--- config.mk ---
export PLATFORM = sky130hd
export DESIGN_NAME = mem_stage
export DESIGN_NICKNAME = d
export VERILOG_FILES = /design/src/rtl/mem_stage.sv
export SDC_FILE = /design/constraint.sdc
export NUM_CORES = 1
export LEC_CHECK = 0
export ABC_AREA = 1
export CAP_MARGIN = 20
export CORE_MARGIN = 5
export CORE_UTILIZATION = 25
export CTS_CLUSTER_DIAMETER = 150
export CTS_CLUSTER_SIZE = 40
export DETAILED_ROUTE_END_ITERATION = 10
export PLACE_DENSITY_LB_ADDON = 0.12
export SLEW_MARGIN = 10
export SYNTH_ARGS = -nofsm -noshare
export SYNTH_HDL_FRONTEND = slang
export SYNTH_SLANG_ARGS = --single-unit
--- constraint.sdc ---
create_clock -name clk -period 4.4 [get_ports clk]
set_clock_uncertainty 0.2 [all_clocks]
set_input_delay 0.88 -clock clk [delete_from_list [all_inputs] [get_ports clk]]
set_output_delay 0.88 -clock clk [all_outputs]
set_load 0.05 [all_outputs]
--- src/rtl/mem_stage.sv ---
// EX/MEM stage: latches one Execute entry, runs doubleword load/store over a
// req/ack handshake, resolves branches and pulses writeback. Optional watchdog: MEM_STAGE_TIMEOUT_EN.
module mem_stage #(
  parameter int TIMEOUT = 16
) (
  input  logic        clk,
  input  logic        reset,
  input  logic        ex_valid,
  output logic        ex_ready,
  input  logic [63:0] ALU_result,
  input  logic        Zero,
  input  logic [63:0] Target,
  input  logic [63:0] B,
  input  logic [4:0]  rd,
  input  logic        MemRead,
  input  logic        MemWrite,
  input  logic        Branch,
  input  logic        MemtoReg,
  input  logic        RegWrite,
  output logic        dmem_req,
  output logic        dmem_we,
  output logic [63:0] dmem_addr,
  output logic [63:0] dmem_wdata,
  input  logic        dmem_ack,
  input  logic [63:0] dmem_rdata,
  output logic        wb_valid,
  output logic [4:0]  wb_rd,
  output logic        wb_RegWrite,
  output logic [63:0] wb_result,
  output logic        pc_src,
  output logic [63:0] branch_target,
  output logic        mem_fault
);

  typedef enum logic {IDLE, WAIT} state_t;
  state_t state, state_nx;

  logic        accept, is_mem, ack_hit, tmo_hit;
  logic [63:0] addr_q, wdata_q;
  logic        we_q, m2r_q, rw_q;
  logic [4:0]  rd_q;

  assign ex_ready   = (state == IDLE);
  assign dmem_req   = (state == WAIT);
  assign accept     = ex_valid && ex_ready;
  assign is_mem     = MemRead || MemWrite;
  assign ack_hit    = (state == WAIT) && dmem_ack;
  // Memory port is driven straight from the latched entry, so it stays put while req is up.
  assign dmem_addr  = addr_q;
  assign dmem_we    = we_q;
  assign dmem_wdata = wdata_q;

`ifdef MEM_STAGE_TIMEOUT_EN
  localparam int CW = $clog2(TIMEOUT + 1);
  logic [CW-1:0] cnt_q;

  // Ack in the same cycle as expiry takes priority over the fault.
  assign tmo_hit = (state == WAIT) && !dmem_ack && (cnt_q == CW'(TIMEOUT - 1));

  always_ff @(posedge clk) begin
    if (reset) begin
      cnt_q     <= '0;
      mem_fault <= 1'b0;
    end else begin
      mem_fault <= tmo_hit;
      if (accept && is_mem)                    cnt_q <= '0;
      else if ((state == WAIT) && !dmem_ack)   cnt_q <= cnt_q + 1'b1;
    end
  end
`else
  assign tmo_hit   = 1'b0;
  assign mem_fault = 1'b0;
`endif

  always_ff @(posedge clk) begin
    if (reset) state <= IDLE;
    else       state <= state_nx;
  end

  always_comb begin
    state_nx = state;
    case (state)
      IDLE:    if (accept && is_mem)    state_nx = WAIT;
      WAIT:    if (ack_hit || tmo_hit)  state_nx = IDLE;
      default: state_nx = IDLE;
    endcase
  end

  always_ff @(posedge clk) begin
    if (reset) begin
      addr_q        <= '0;
      wdata_q       <= '0;
      we_q          <= 1'b0;
      m2r_q         <= 1'b0;
      rw_q          <= 1'b0;
      rd_q          <= '0;
      wb_valid      <= 1'b0;
      wb_rd         <= '0;
      wb_RegWrite   <= 1'b0;
      wb_result     <= '0;
      pc_src        <= 1'b0;
      branch_target <= '0;
    end else begin
      wb_valid <= 1'b0;
      pc_src   <= 1'b0;
      if (accept) begin
        addr_q  <= ALU_result;
        wdata_q <= B;
        we_q    <= MemWrite;
        m2r_q   <= MemtoReg;
        rw_q    <= RegWrite;
        rd_q    <= rd;
        if (Branch && Zero) begin
          pc_src        <= 1'b1;
          branch_target <= Target;
        end
        if (!is_mem) begin
          wb_valid    <= 1'b1;
          wb_rd       <= rd;
          wb_RegWrite <= RegWrite;
          wb_result   <= ALU_result;
        end
      end
      if (ack_hit) begin
        wb_valid    <= 1'b1;
        wb_rd       <= rd_q;
        wb_RegWrite <= rw_q;
        wb_result   <= m2r_q ? dmem_rdata : addr_q;
      end else if (tmo_hit) begin
        // Timed-out access completes without a register write.
        wb_valid    <= 1'b1;
        wb_rd       <= rd_q;
        wb_RegWrite <= 1'b0;
        wb_result   <= addr_q;
      end
    end
  end

endmodule

==> out/results.txt, run 1 <==
first-pass GRT wire length: 72300 um
GRT overflow: 0
fraction of layout cells with a size suffix above 1: 2.22%
CTS Buf Count: 10
cts repair resizes: 0
antenna violations before repair: 12
die footprint: 0.0511 mm^2
combinational power share: 33.4%
row count: 79
Final ANT Viol Nets: 0
Post-Syn Area: 0.0117 mm^2
Die Wd: 226 um
worst slew pin tran: 0.933 ns
Clock Power Share: 21.3%
Die Y: 226 um
Root Driver: clkbuf_16
synth warn: 0
critical path's slowest cell: clkdlybuf4s50_1
worst-path cell chain: clkdlybuf4s50_1
Critical path buffers and inverters: 1
top area cells in the synthesized netlist: dfxtp_1 (47%), nor2_1 (17%), nand2_1 (15%), o21ai_0 (8.8%), nand3_1 (2.6%)
hold_ws: 0.258 ns
Vias: 12200
P_int: 3890 uW
Fill cells: 5015
H-tree levels: 1
CTS tree: built
critical path's largest stage delay: 0.91 ns
Max-Cap Viols: 0
Final #Nets: 2474
largest net degree at the start of global routing: 133
RSZ-0062 raised after global routing: no
register area: 0.00547 mm^2
Area Overhead vs Synth: 51.2%
Slew headroom: 37.8%
maximum clock rate: 318 MHz
Tot GR Track Use: 18.0%
total wire length: 49200 um
WP data arrival: 2.06 ns
Core Area: 0.0464 mm^2
switching power: 2250 uW
TNS Setup: 0 ns
number of DRC markers in iteration 0: 706
final core utilization: 38.1%
Clock Latency Late Sink: 0.51 ns
status: completed
port buffer count: 537
Yosys cell types: 20
fin crit share: 71.4%
post-DP HPWL: 34000 um
minimum clock period: 3.14 ns
final setup fails: 0
total power: 6140 uW
Reg power frac: 45.4%
Worst Path Max Fanout: 5
Worst Setup End Kind: output pin
Starting Density: 25.2%
hold buffers post-CTS: 0
total setup buffers inserted after CTS: 0
Min-Delay Path Class: reg2reg
Sw Share: 36.7%
Yosys top cell area share: 46.8%
synthesis-stage register bit count: 273
number of global-route vias before repair: 11700
CTS sink count: 273
Synth Instances: 1764
Critical Path Start Type: register
average size of a mapped cell: 6.61 um^2
Lkg Pwr: 0.00765 uW
CTS Buffer Depth: 3
pwr/cell area: 348 mW/mm^2
syn nets: 2035
Slew Limit Fails: 0
peak supply drop: 255 uV
WP data required: 3.32 ns
critical path class: reg2out
Wirelength per Cell: 17.5 um
Fin. Hold Viols: 0
# IOs: 539
multi-input logic area: 0.00528 mm^2
sequential area share after synthesis: 46.8%
Pre-antenna DRT Iters: 5
DRC: 0
leading area contributor after synthesis: dfxtp_1
via/cell ratio: 4.34
Placer Congestion: 0.789
clk slew on worst S/H paths: 0.16 ns
Crit path max-delay family: buffers and inverters
[worst paths after layout]
| path | startpoint | endpoint | slack (ns) | cells after the start |
|---|---|---|---|---|
| min reg2reg | rd_q[0] | rd_q[0] | 0.26 | 2 |
| min | rd_q[0] | rd_q[0] | 0.26 | 2 |
| max reg2reg | dmem_req | wb_result[24] | 1.87 | 7 |
| max | dmem_req | dmem_req | 1.26 | 1 |
[synth_stat cells (all sizes together)]
cell type,instances
a21oi,7
buf,81
clkbuf,43
clkinv,1
conb,1
dfxtp,273
inv,79
nand2,469
nand3,70
nor2,535
o21ai,205
[power by group through the flow]
stage	Sequential (uW)	Combinational, uW	Clock [uW]
2_1_floorplan	3500	574	0
3_3_place_gp	2830	2070	0
3_5_place_dp	2840	2070	0
4_1_cts	2790	2080	1390
5_1_grt	2810	2200	1460
6_report	2780	2050	1310
[flip-flops by register name (all words and copies together) (netlist names)]
name and flops:
dmem_we 1, branch_target 64, dmem_addr 64, wb_rd 5
wb_result 64, rd_q 5, pc_src 1, dmem_wdata 64
rw_q 1, dmem_req 1, m2r_q 1, wb_RegWrite 1
wb_valid 1
[cell usage in the layout (no fill, tap or decap), types with 2 or more instances in the layout]
cell type        instances
dfxtp_1                272
nand3_2                  9
inv_1                   74
o21ai_0                205
clkdlybuf4s50_1        537
buf_4                   11
clkbuf_16               11
nor2_4                   2
diode_2                  6
nand2_1                466
inv_2                    5
nor2_1                 533
nand3_1                 61
a21oi_1                  6
buf_12                   3
[layout make-up]
cell class	instances	area share, %
tap	607	4.30
clock buffer	12	1.64
inverter	80	1.73
timing repair buffer	551	31.3
sequential	273	31.0
antenna	6	0.0851
clock inverter	1	0.0426
multi-input combinational	1287	29.9
[per-layer routing]
layer	wire, um	up-vias	GRT usage (%)	part of all wire, %
met2	23000	371	30.4	47
met3	4990	43	7.05	10
met4	709	12	3.09	1.4
met5	95	-	0	0.19
li1	-	6278	-	-
met1	20400	5510	22.1	41
[cell families after synthesis]
| family | count (synthesis) | synth area share (%) |
|---|---|---|
| DFF | 273 | 46.8 |
| and+or+nand+nor | 1074 | 35.8 |
| other | 1 | 0.0321 |
| buffers and inverters | 204 | 8.13 |
| AOI/OAI and AO/OA | 212 | 9.19 |
[stage by stage]
step,cell area [um^2],std cells,worst slack [ns]
final,17600,2817,1.26
after global placement,17300,2798,1.01
after global routing,17600,2812,1.18
after CTS,17600,2811,1.20
after detailed placement,17300,2798,1.04
after floorplan,11700,1764,2.32
(Power assumes the default switching activity.)
==> run 2, diff against run 1 <==
==> constraint.sdc (replaced) <==
create_clock -name clk -period 2.52 [get_ports clk]
set_clock_uncertainty 0.2 [all_clocks]
set_input_delay 0.504 -clock clk [delete_from_list [all_inputs] [get_ports clk]]
set_output_delay 0.504 -clock clk [all_outputs]
set_load 0.05 [all_outputs]
==> run 2 against run 1 <==
Design area is 1.7% higher. Clock power is 73% higher. Sequential power grew 75%. Utilization up 0.65 points. Critical endpoint is now dmem_addr[13].
==> out/results.txt, run 2 (synthesis results as in run 1) <==
peak supply drop: 421 uV
minimum clock period: 2.46 ns
most common cell after layout, fill and taps aside: nor2_1
Worst R2R Setup Slack: 0.71 ns
Fill cells: 4915
number of DRC markers in iteration 0: 669
WP data required: 1.82 ns
Crit Reg-Reg Startpoint: m2r_q
combinational power share: 33.8%
DRC: 0
switching power: 3920 uW
critical path's slowest cell: clkdlybuf4s50_1
CTS Buf Count: 10
worst slew pin tran: 0.780 ns
Worst Path Max Fanout: 3
WP data arrival: 1.76 ns
register area: 0.00547 mm^2
CP Launch Point: dmem_addr[13]
Worst Setup End Kind: output pin
Final #Nets: 2491
CTS tree: built
pwr/cell area: 599 mW/mm^2
Slew Limit Fails: 0
first-pass GRT wire length: 72700 um
Min-Delay Path Class: reg2reg
clk slew on worst S/H paths: 0.16 ns
Clock Power Share: 21.0%
row count: 79
critical path's largest stage delay: 0.86 ns
H-tree levels: 1
fraction of layout cells with a size suffix above 1: 3.42%
Vias: 12200
Pre-antenna DRT Iters: 5
Reg power frac: 45.2%
fin cells: 2835
Area Overhead vs Synth: 53.8%
fin crit share: 97.6%
Die Wd: 226 um
Core Area: 0.0464 mm^2
Starting Density: 25.2%
via/cell ratio: 4.30
GRT overflow: 0
critical path class: reg2out
Wirelength per Cell: 17.2 um
RSZ-0062 raised after global routing: no
placed cells: 2815
Placer Congestion: 0.791
die footprint: 0.0511 mm^2
hold path startpoint: rd_q[2]
Max-Cap Viols: 0
Critical Path Start Type: register
final setup fails: 0
Fin. Hold Viols: 0
status: completed
Die Y: 226 um
Sw Share: 36.4%
P_int: 6830 uW
maximum clock rate: 406 MHz
most frequent cells in the layout: nor2_1 (533), clkdlybuf4s50_1 (512), nand2_1 (466), dfxtp_1 (272), o21ai_0 (205)
port buffer count: 537
CTS sink count: 273
hold buffers post-CTS: 0
TNS Setup: 0 ns
post-DP HPWL: 35200 um
final core utilization: 38.7%
total setup buffers inserted after CTS: 0
Final ANT Viol Nets: 0
CTS Buffer Depth: 3
Critical path buffers and inverters: 1
multi-input logic area: 0.00528 mm^2
Crit path max-delay family: buffers and inverters
Tot GR Track Use: 17.9%
# IOs: 539
Slew headroom: 48.0%
largest net degree at the start of global routing: 98
number of global-route vias before repair: 12000
Clock Latency Late Sink: 0.50 ns
Root Driver: clkbuf_16
Lkg Pwr: 0.00798 uW
antenna violations before repair: 14
total wire length: 48900 um
worst-path cell chain: clkdlybuf4s50_1
## run 2: cell count changes in the layout (fill, tap and decap cells not counted)
| cell | before | now |
|---|---|---|
| dlygate4sd2_1 | 0 | 5 |
| dlymetal6s2s_1 | 0 | 10 |
| diode_2 | 6 | 7 |
| buf_4 | 11 | 24 |
| clkdlybuf4s50_1 | 537 | 512 |
| buf_12 | 3 | 17 |
## run 2: worst paths after layout
| check | depth (start not counted) | to |
|---|---|---|
| worst max-delay path | 1 | dmem_addr[13] |
| worst min-delay path | 2 | rd_q[2] |
| worst max register to register | 8 | wb_result[43] |
| worst min register to register | 2 | rd_q[2] |
## run 2: layer usage
metal / up-vias / global-route usage (%) / wire, um
met5: - / 0 / 103
met4: 14 / 3.34 / 898
met3: 45 / 6.38 / 4520
met1: 5455 / 22.3 / 20400
li1: 6309 / - / -
met2: 369 / 30.3 / 23000
## run 2: power groups by stage
| stage | combinational (uW) | clock (uW) | sequential (uW) |
|---|---|---|---|
| detailed placement | 3680 | 0 | 4960 |
| CTS | 3690 | 2400 | 4860 |
| finish | 3630 | 2260 | 4860 |
| floorplan | 1000 | 0 | 6100 |
| global placement | 3670 | 0 | 4940 |
| global route | 3900 | 2510 | 4910 |
## run 2: worst register-to-register path: stages (launching register included)
cell and delay [ns]:
dfxtp_2 0.35, inv_2 0.48, buf_12 0.31, nand2_1 0.11, nand2_1 0.06, nand2_1 0.06
nand2_1 0.07, nor2_1 0.04, nor2_1 0.08
## run 2: what timing repair did
| action | 4_1_cts | 5_1_grt |
|---|---|---|
| gates resized for setup | 5 | 10 |
| setup endpoints to repair | 5 | 10 |
| gates cloned | 0 | 0 |
## run 2: layout make-up
| cell class | instances | area share [%] |
|---|---|---|
| Timing Repair Buffer | 568 | 32.4 |
| Sequential cell | 273 | 30.5 |
| Multi-Input combinational cell | 1287 | 29.4 |
| Tap cell | 607 | 4.23 |
| Inverter | 80 | 1.70 |
| Clock buffer | 12 | 1.61 |
| Antenna cell | 7 | 0.0976 |
| Clock inverter | 1 | 0.0418 |
## run 2: through the flow
stage / hold slack, ns / worst slack (ns) / power (uW) / instance area, um^2
final: 0.256 / 0.0596 / 10800 / 17900
after global routing: 0.276 / 0.000944 / 11300 / 17900
after CTS: 0.262 / 0.00418 / 10900 / 17900
after detailed placement: 0.242 / 0.151 / 8630 / 17600
after global placement: 0.232 / 0.187 / 8620 / 17600
after floorplan: 0.225 / 0.494 / 7100 / 11700
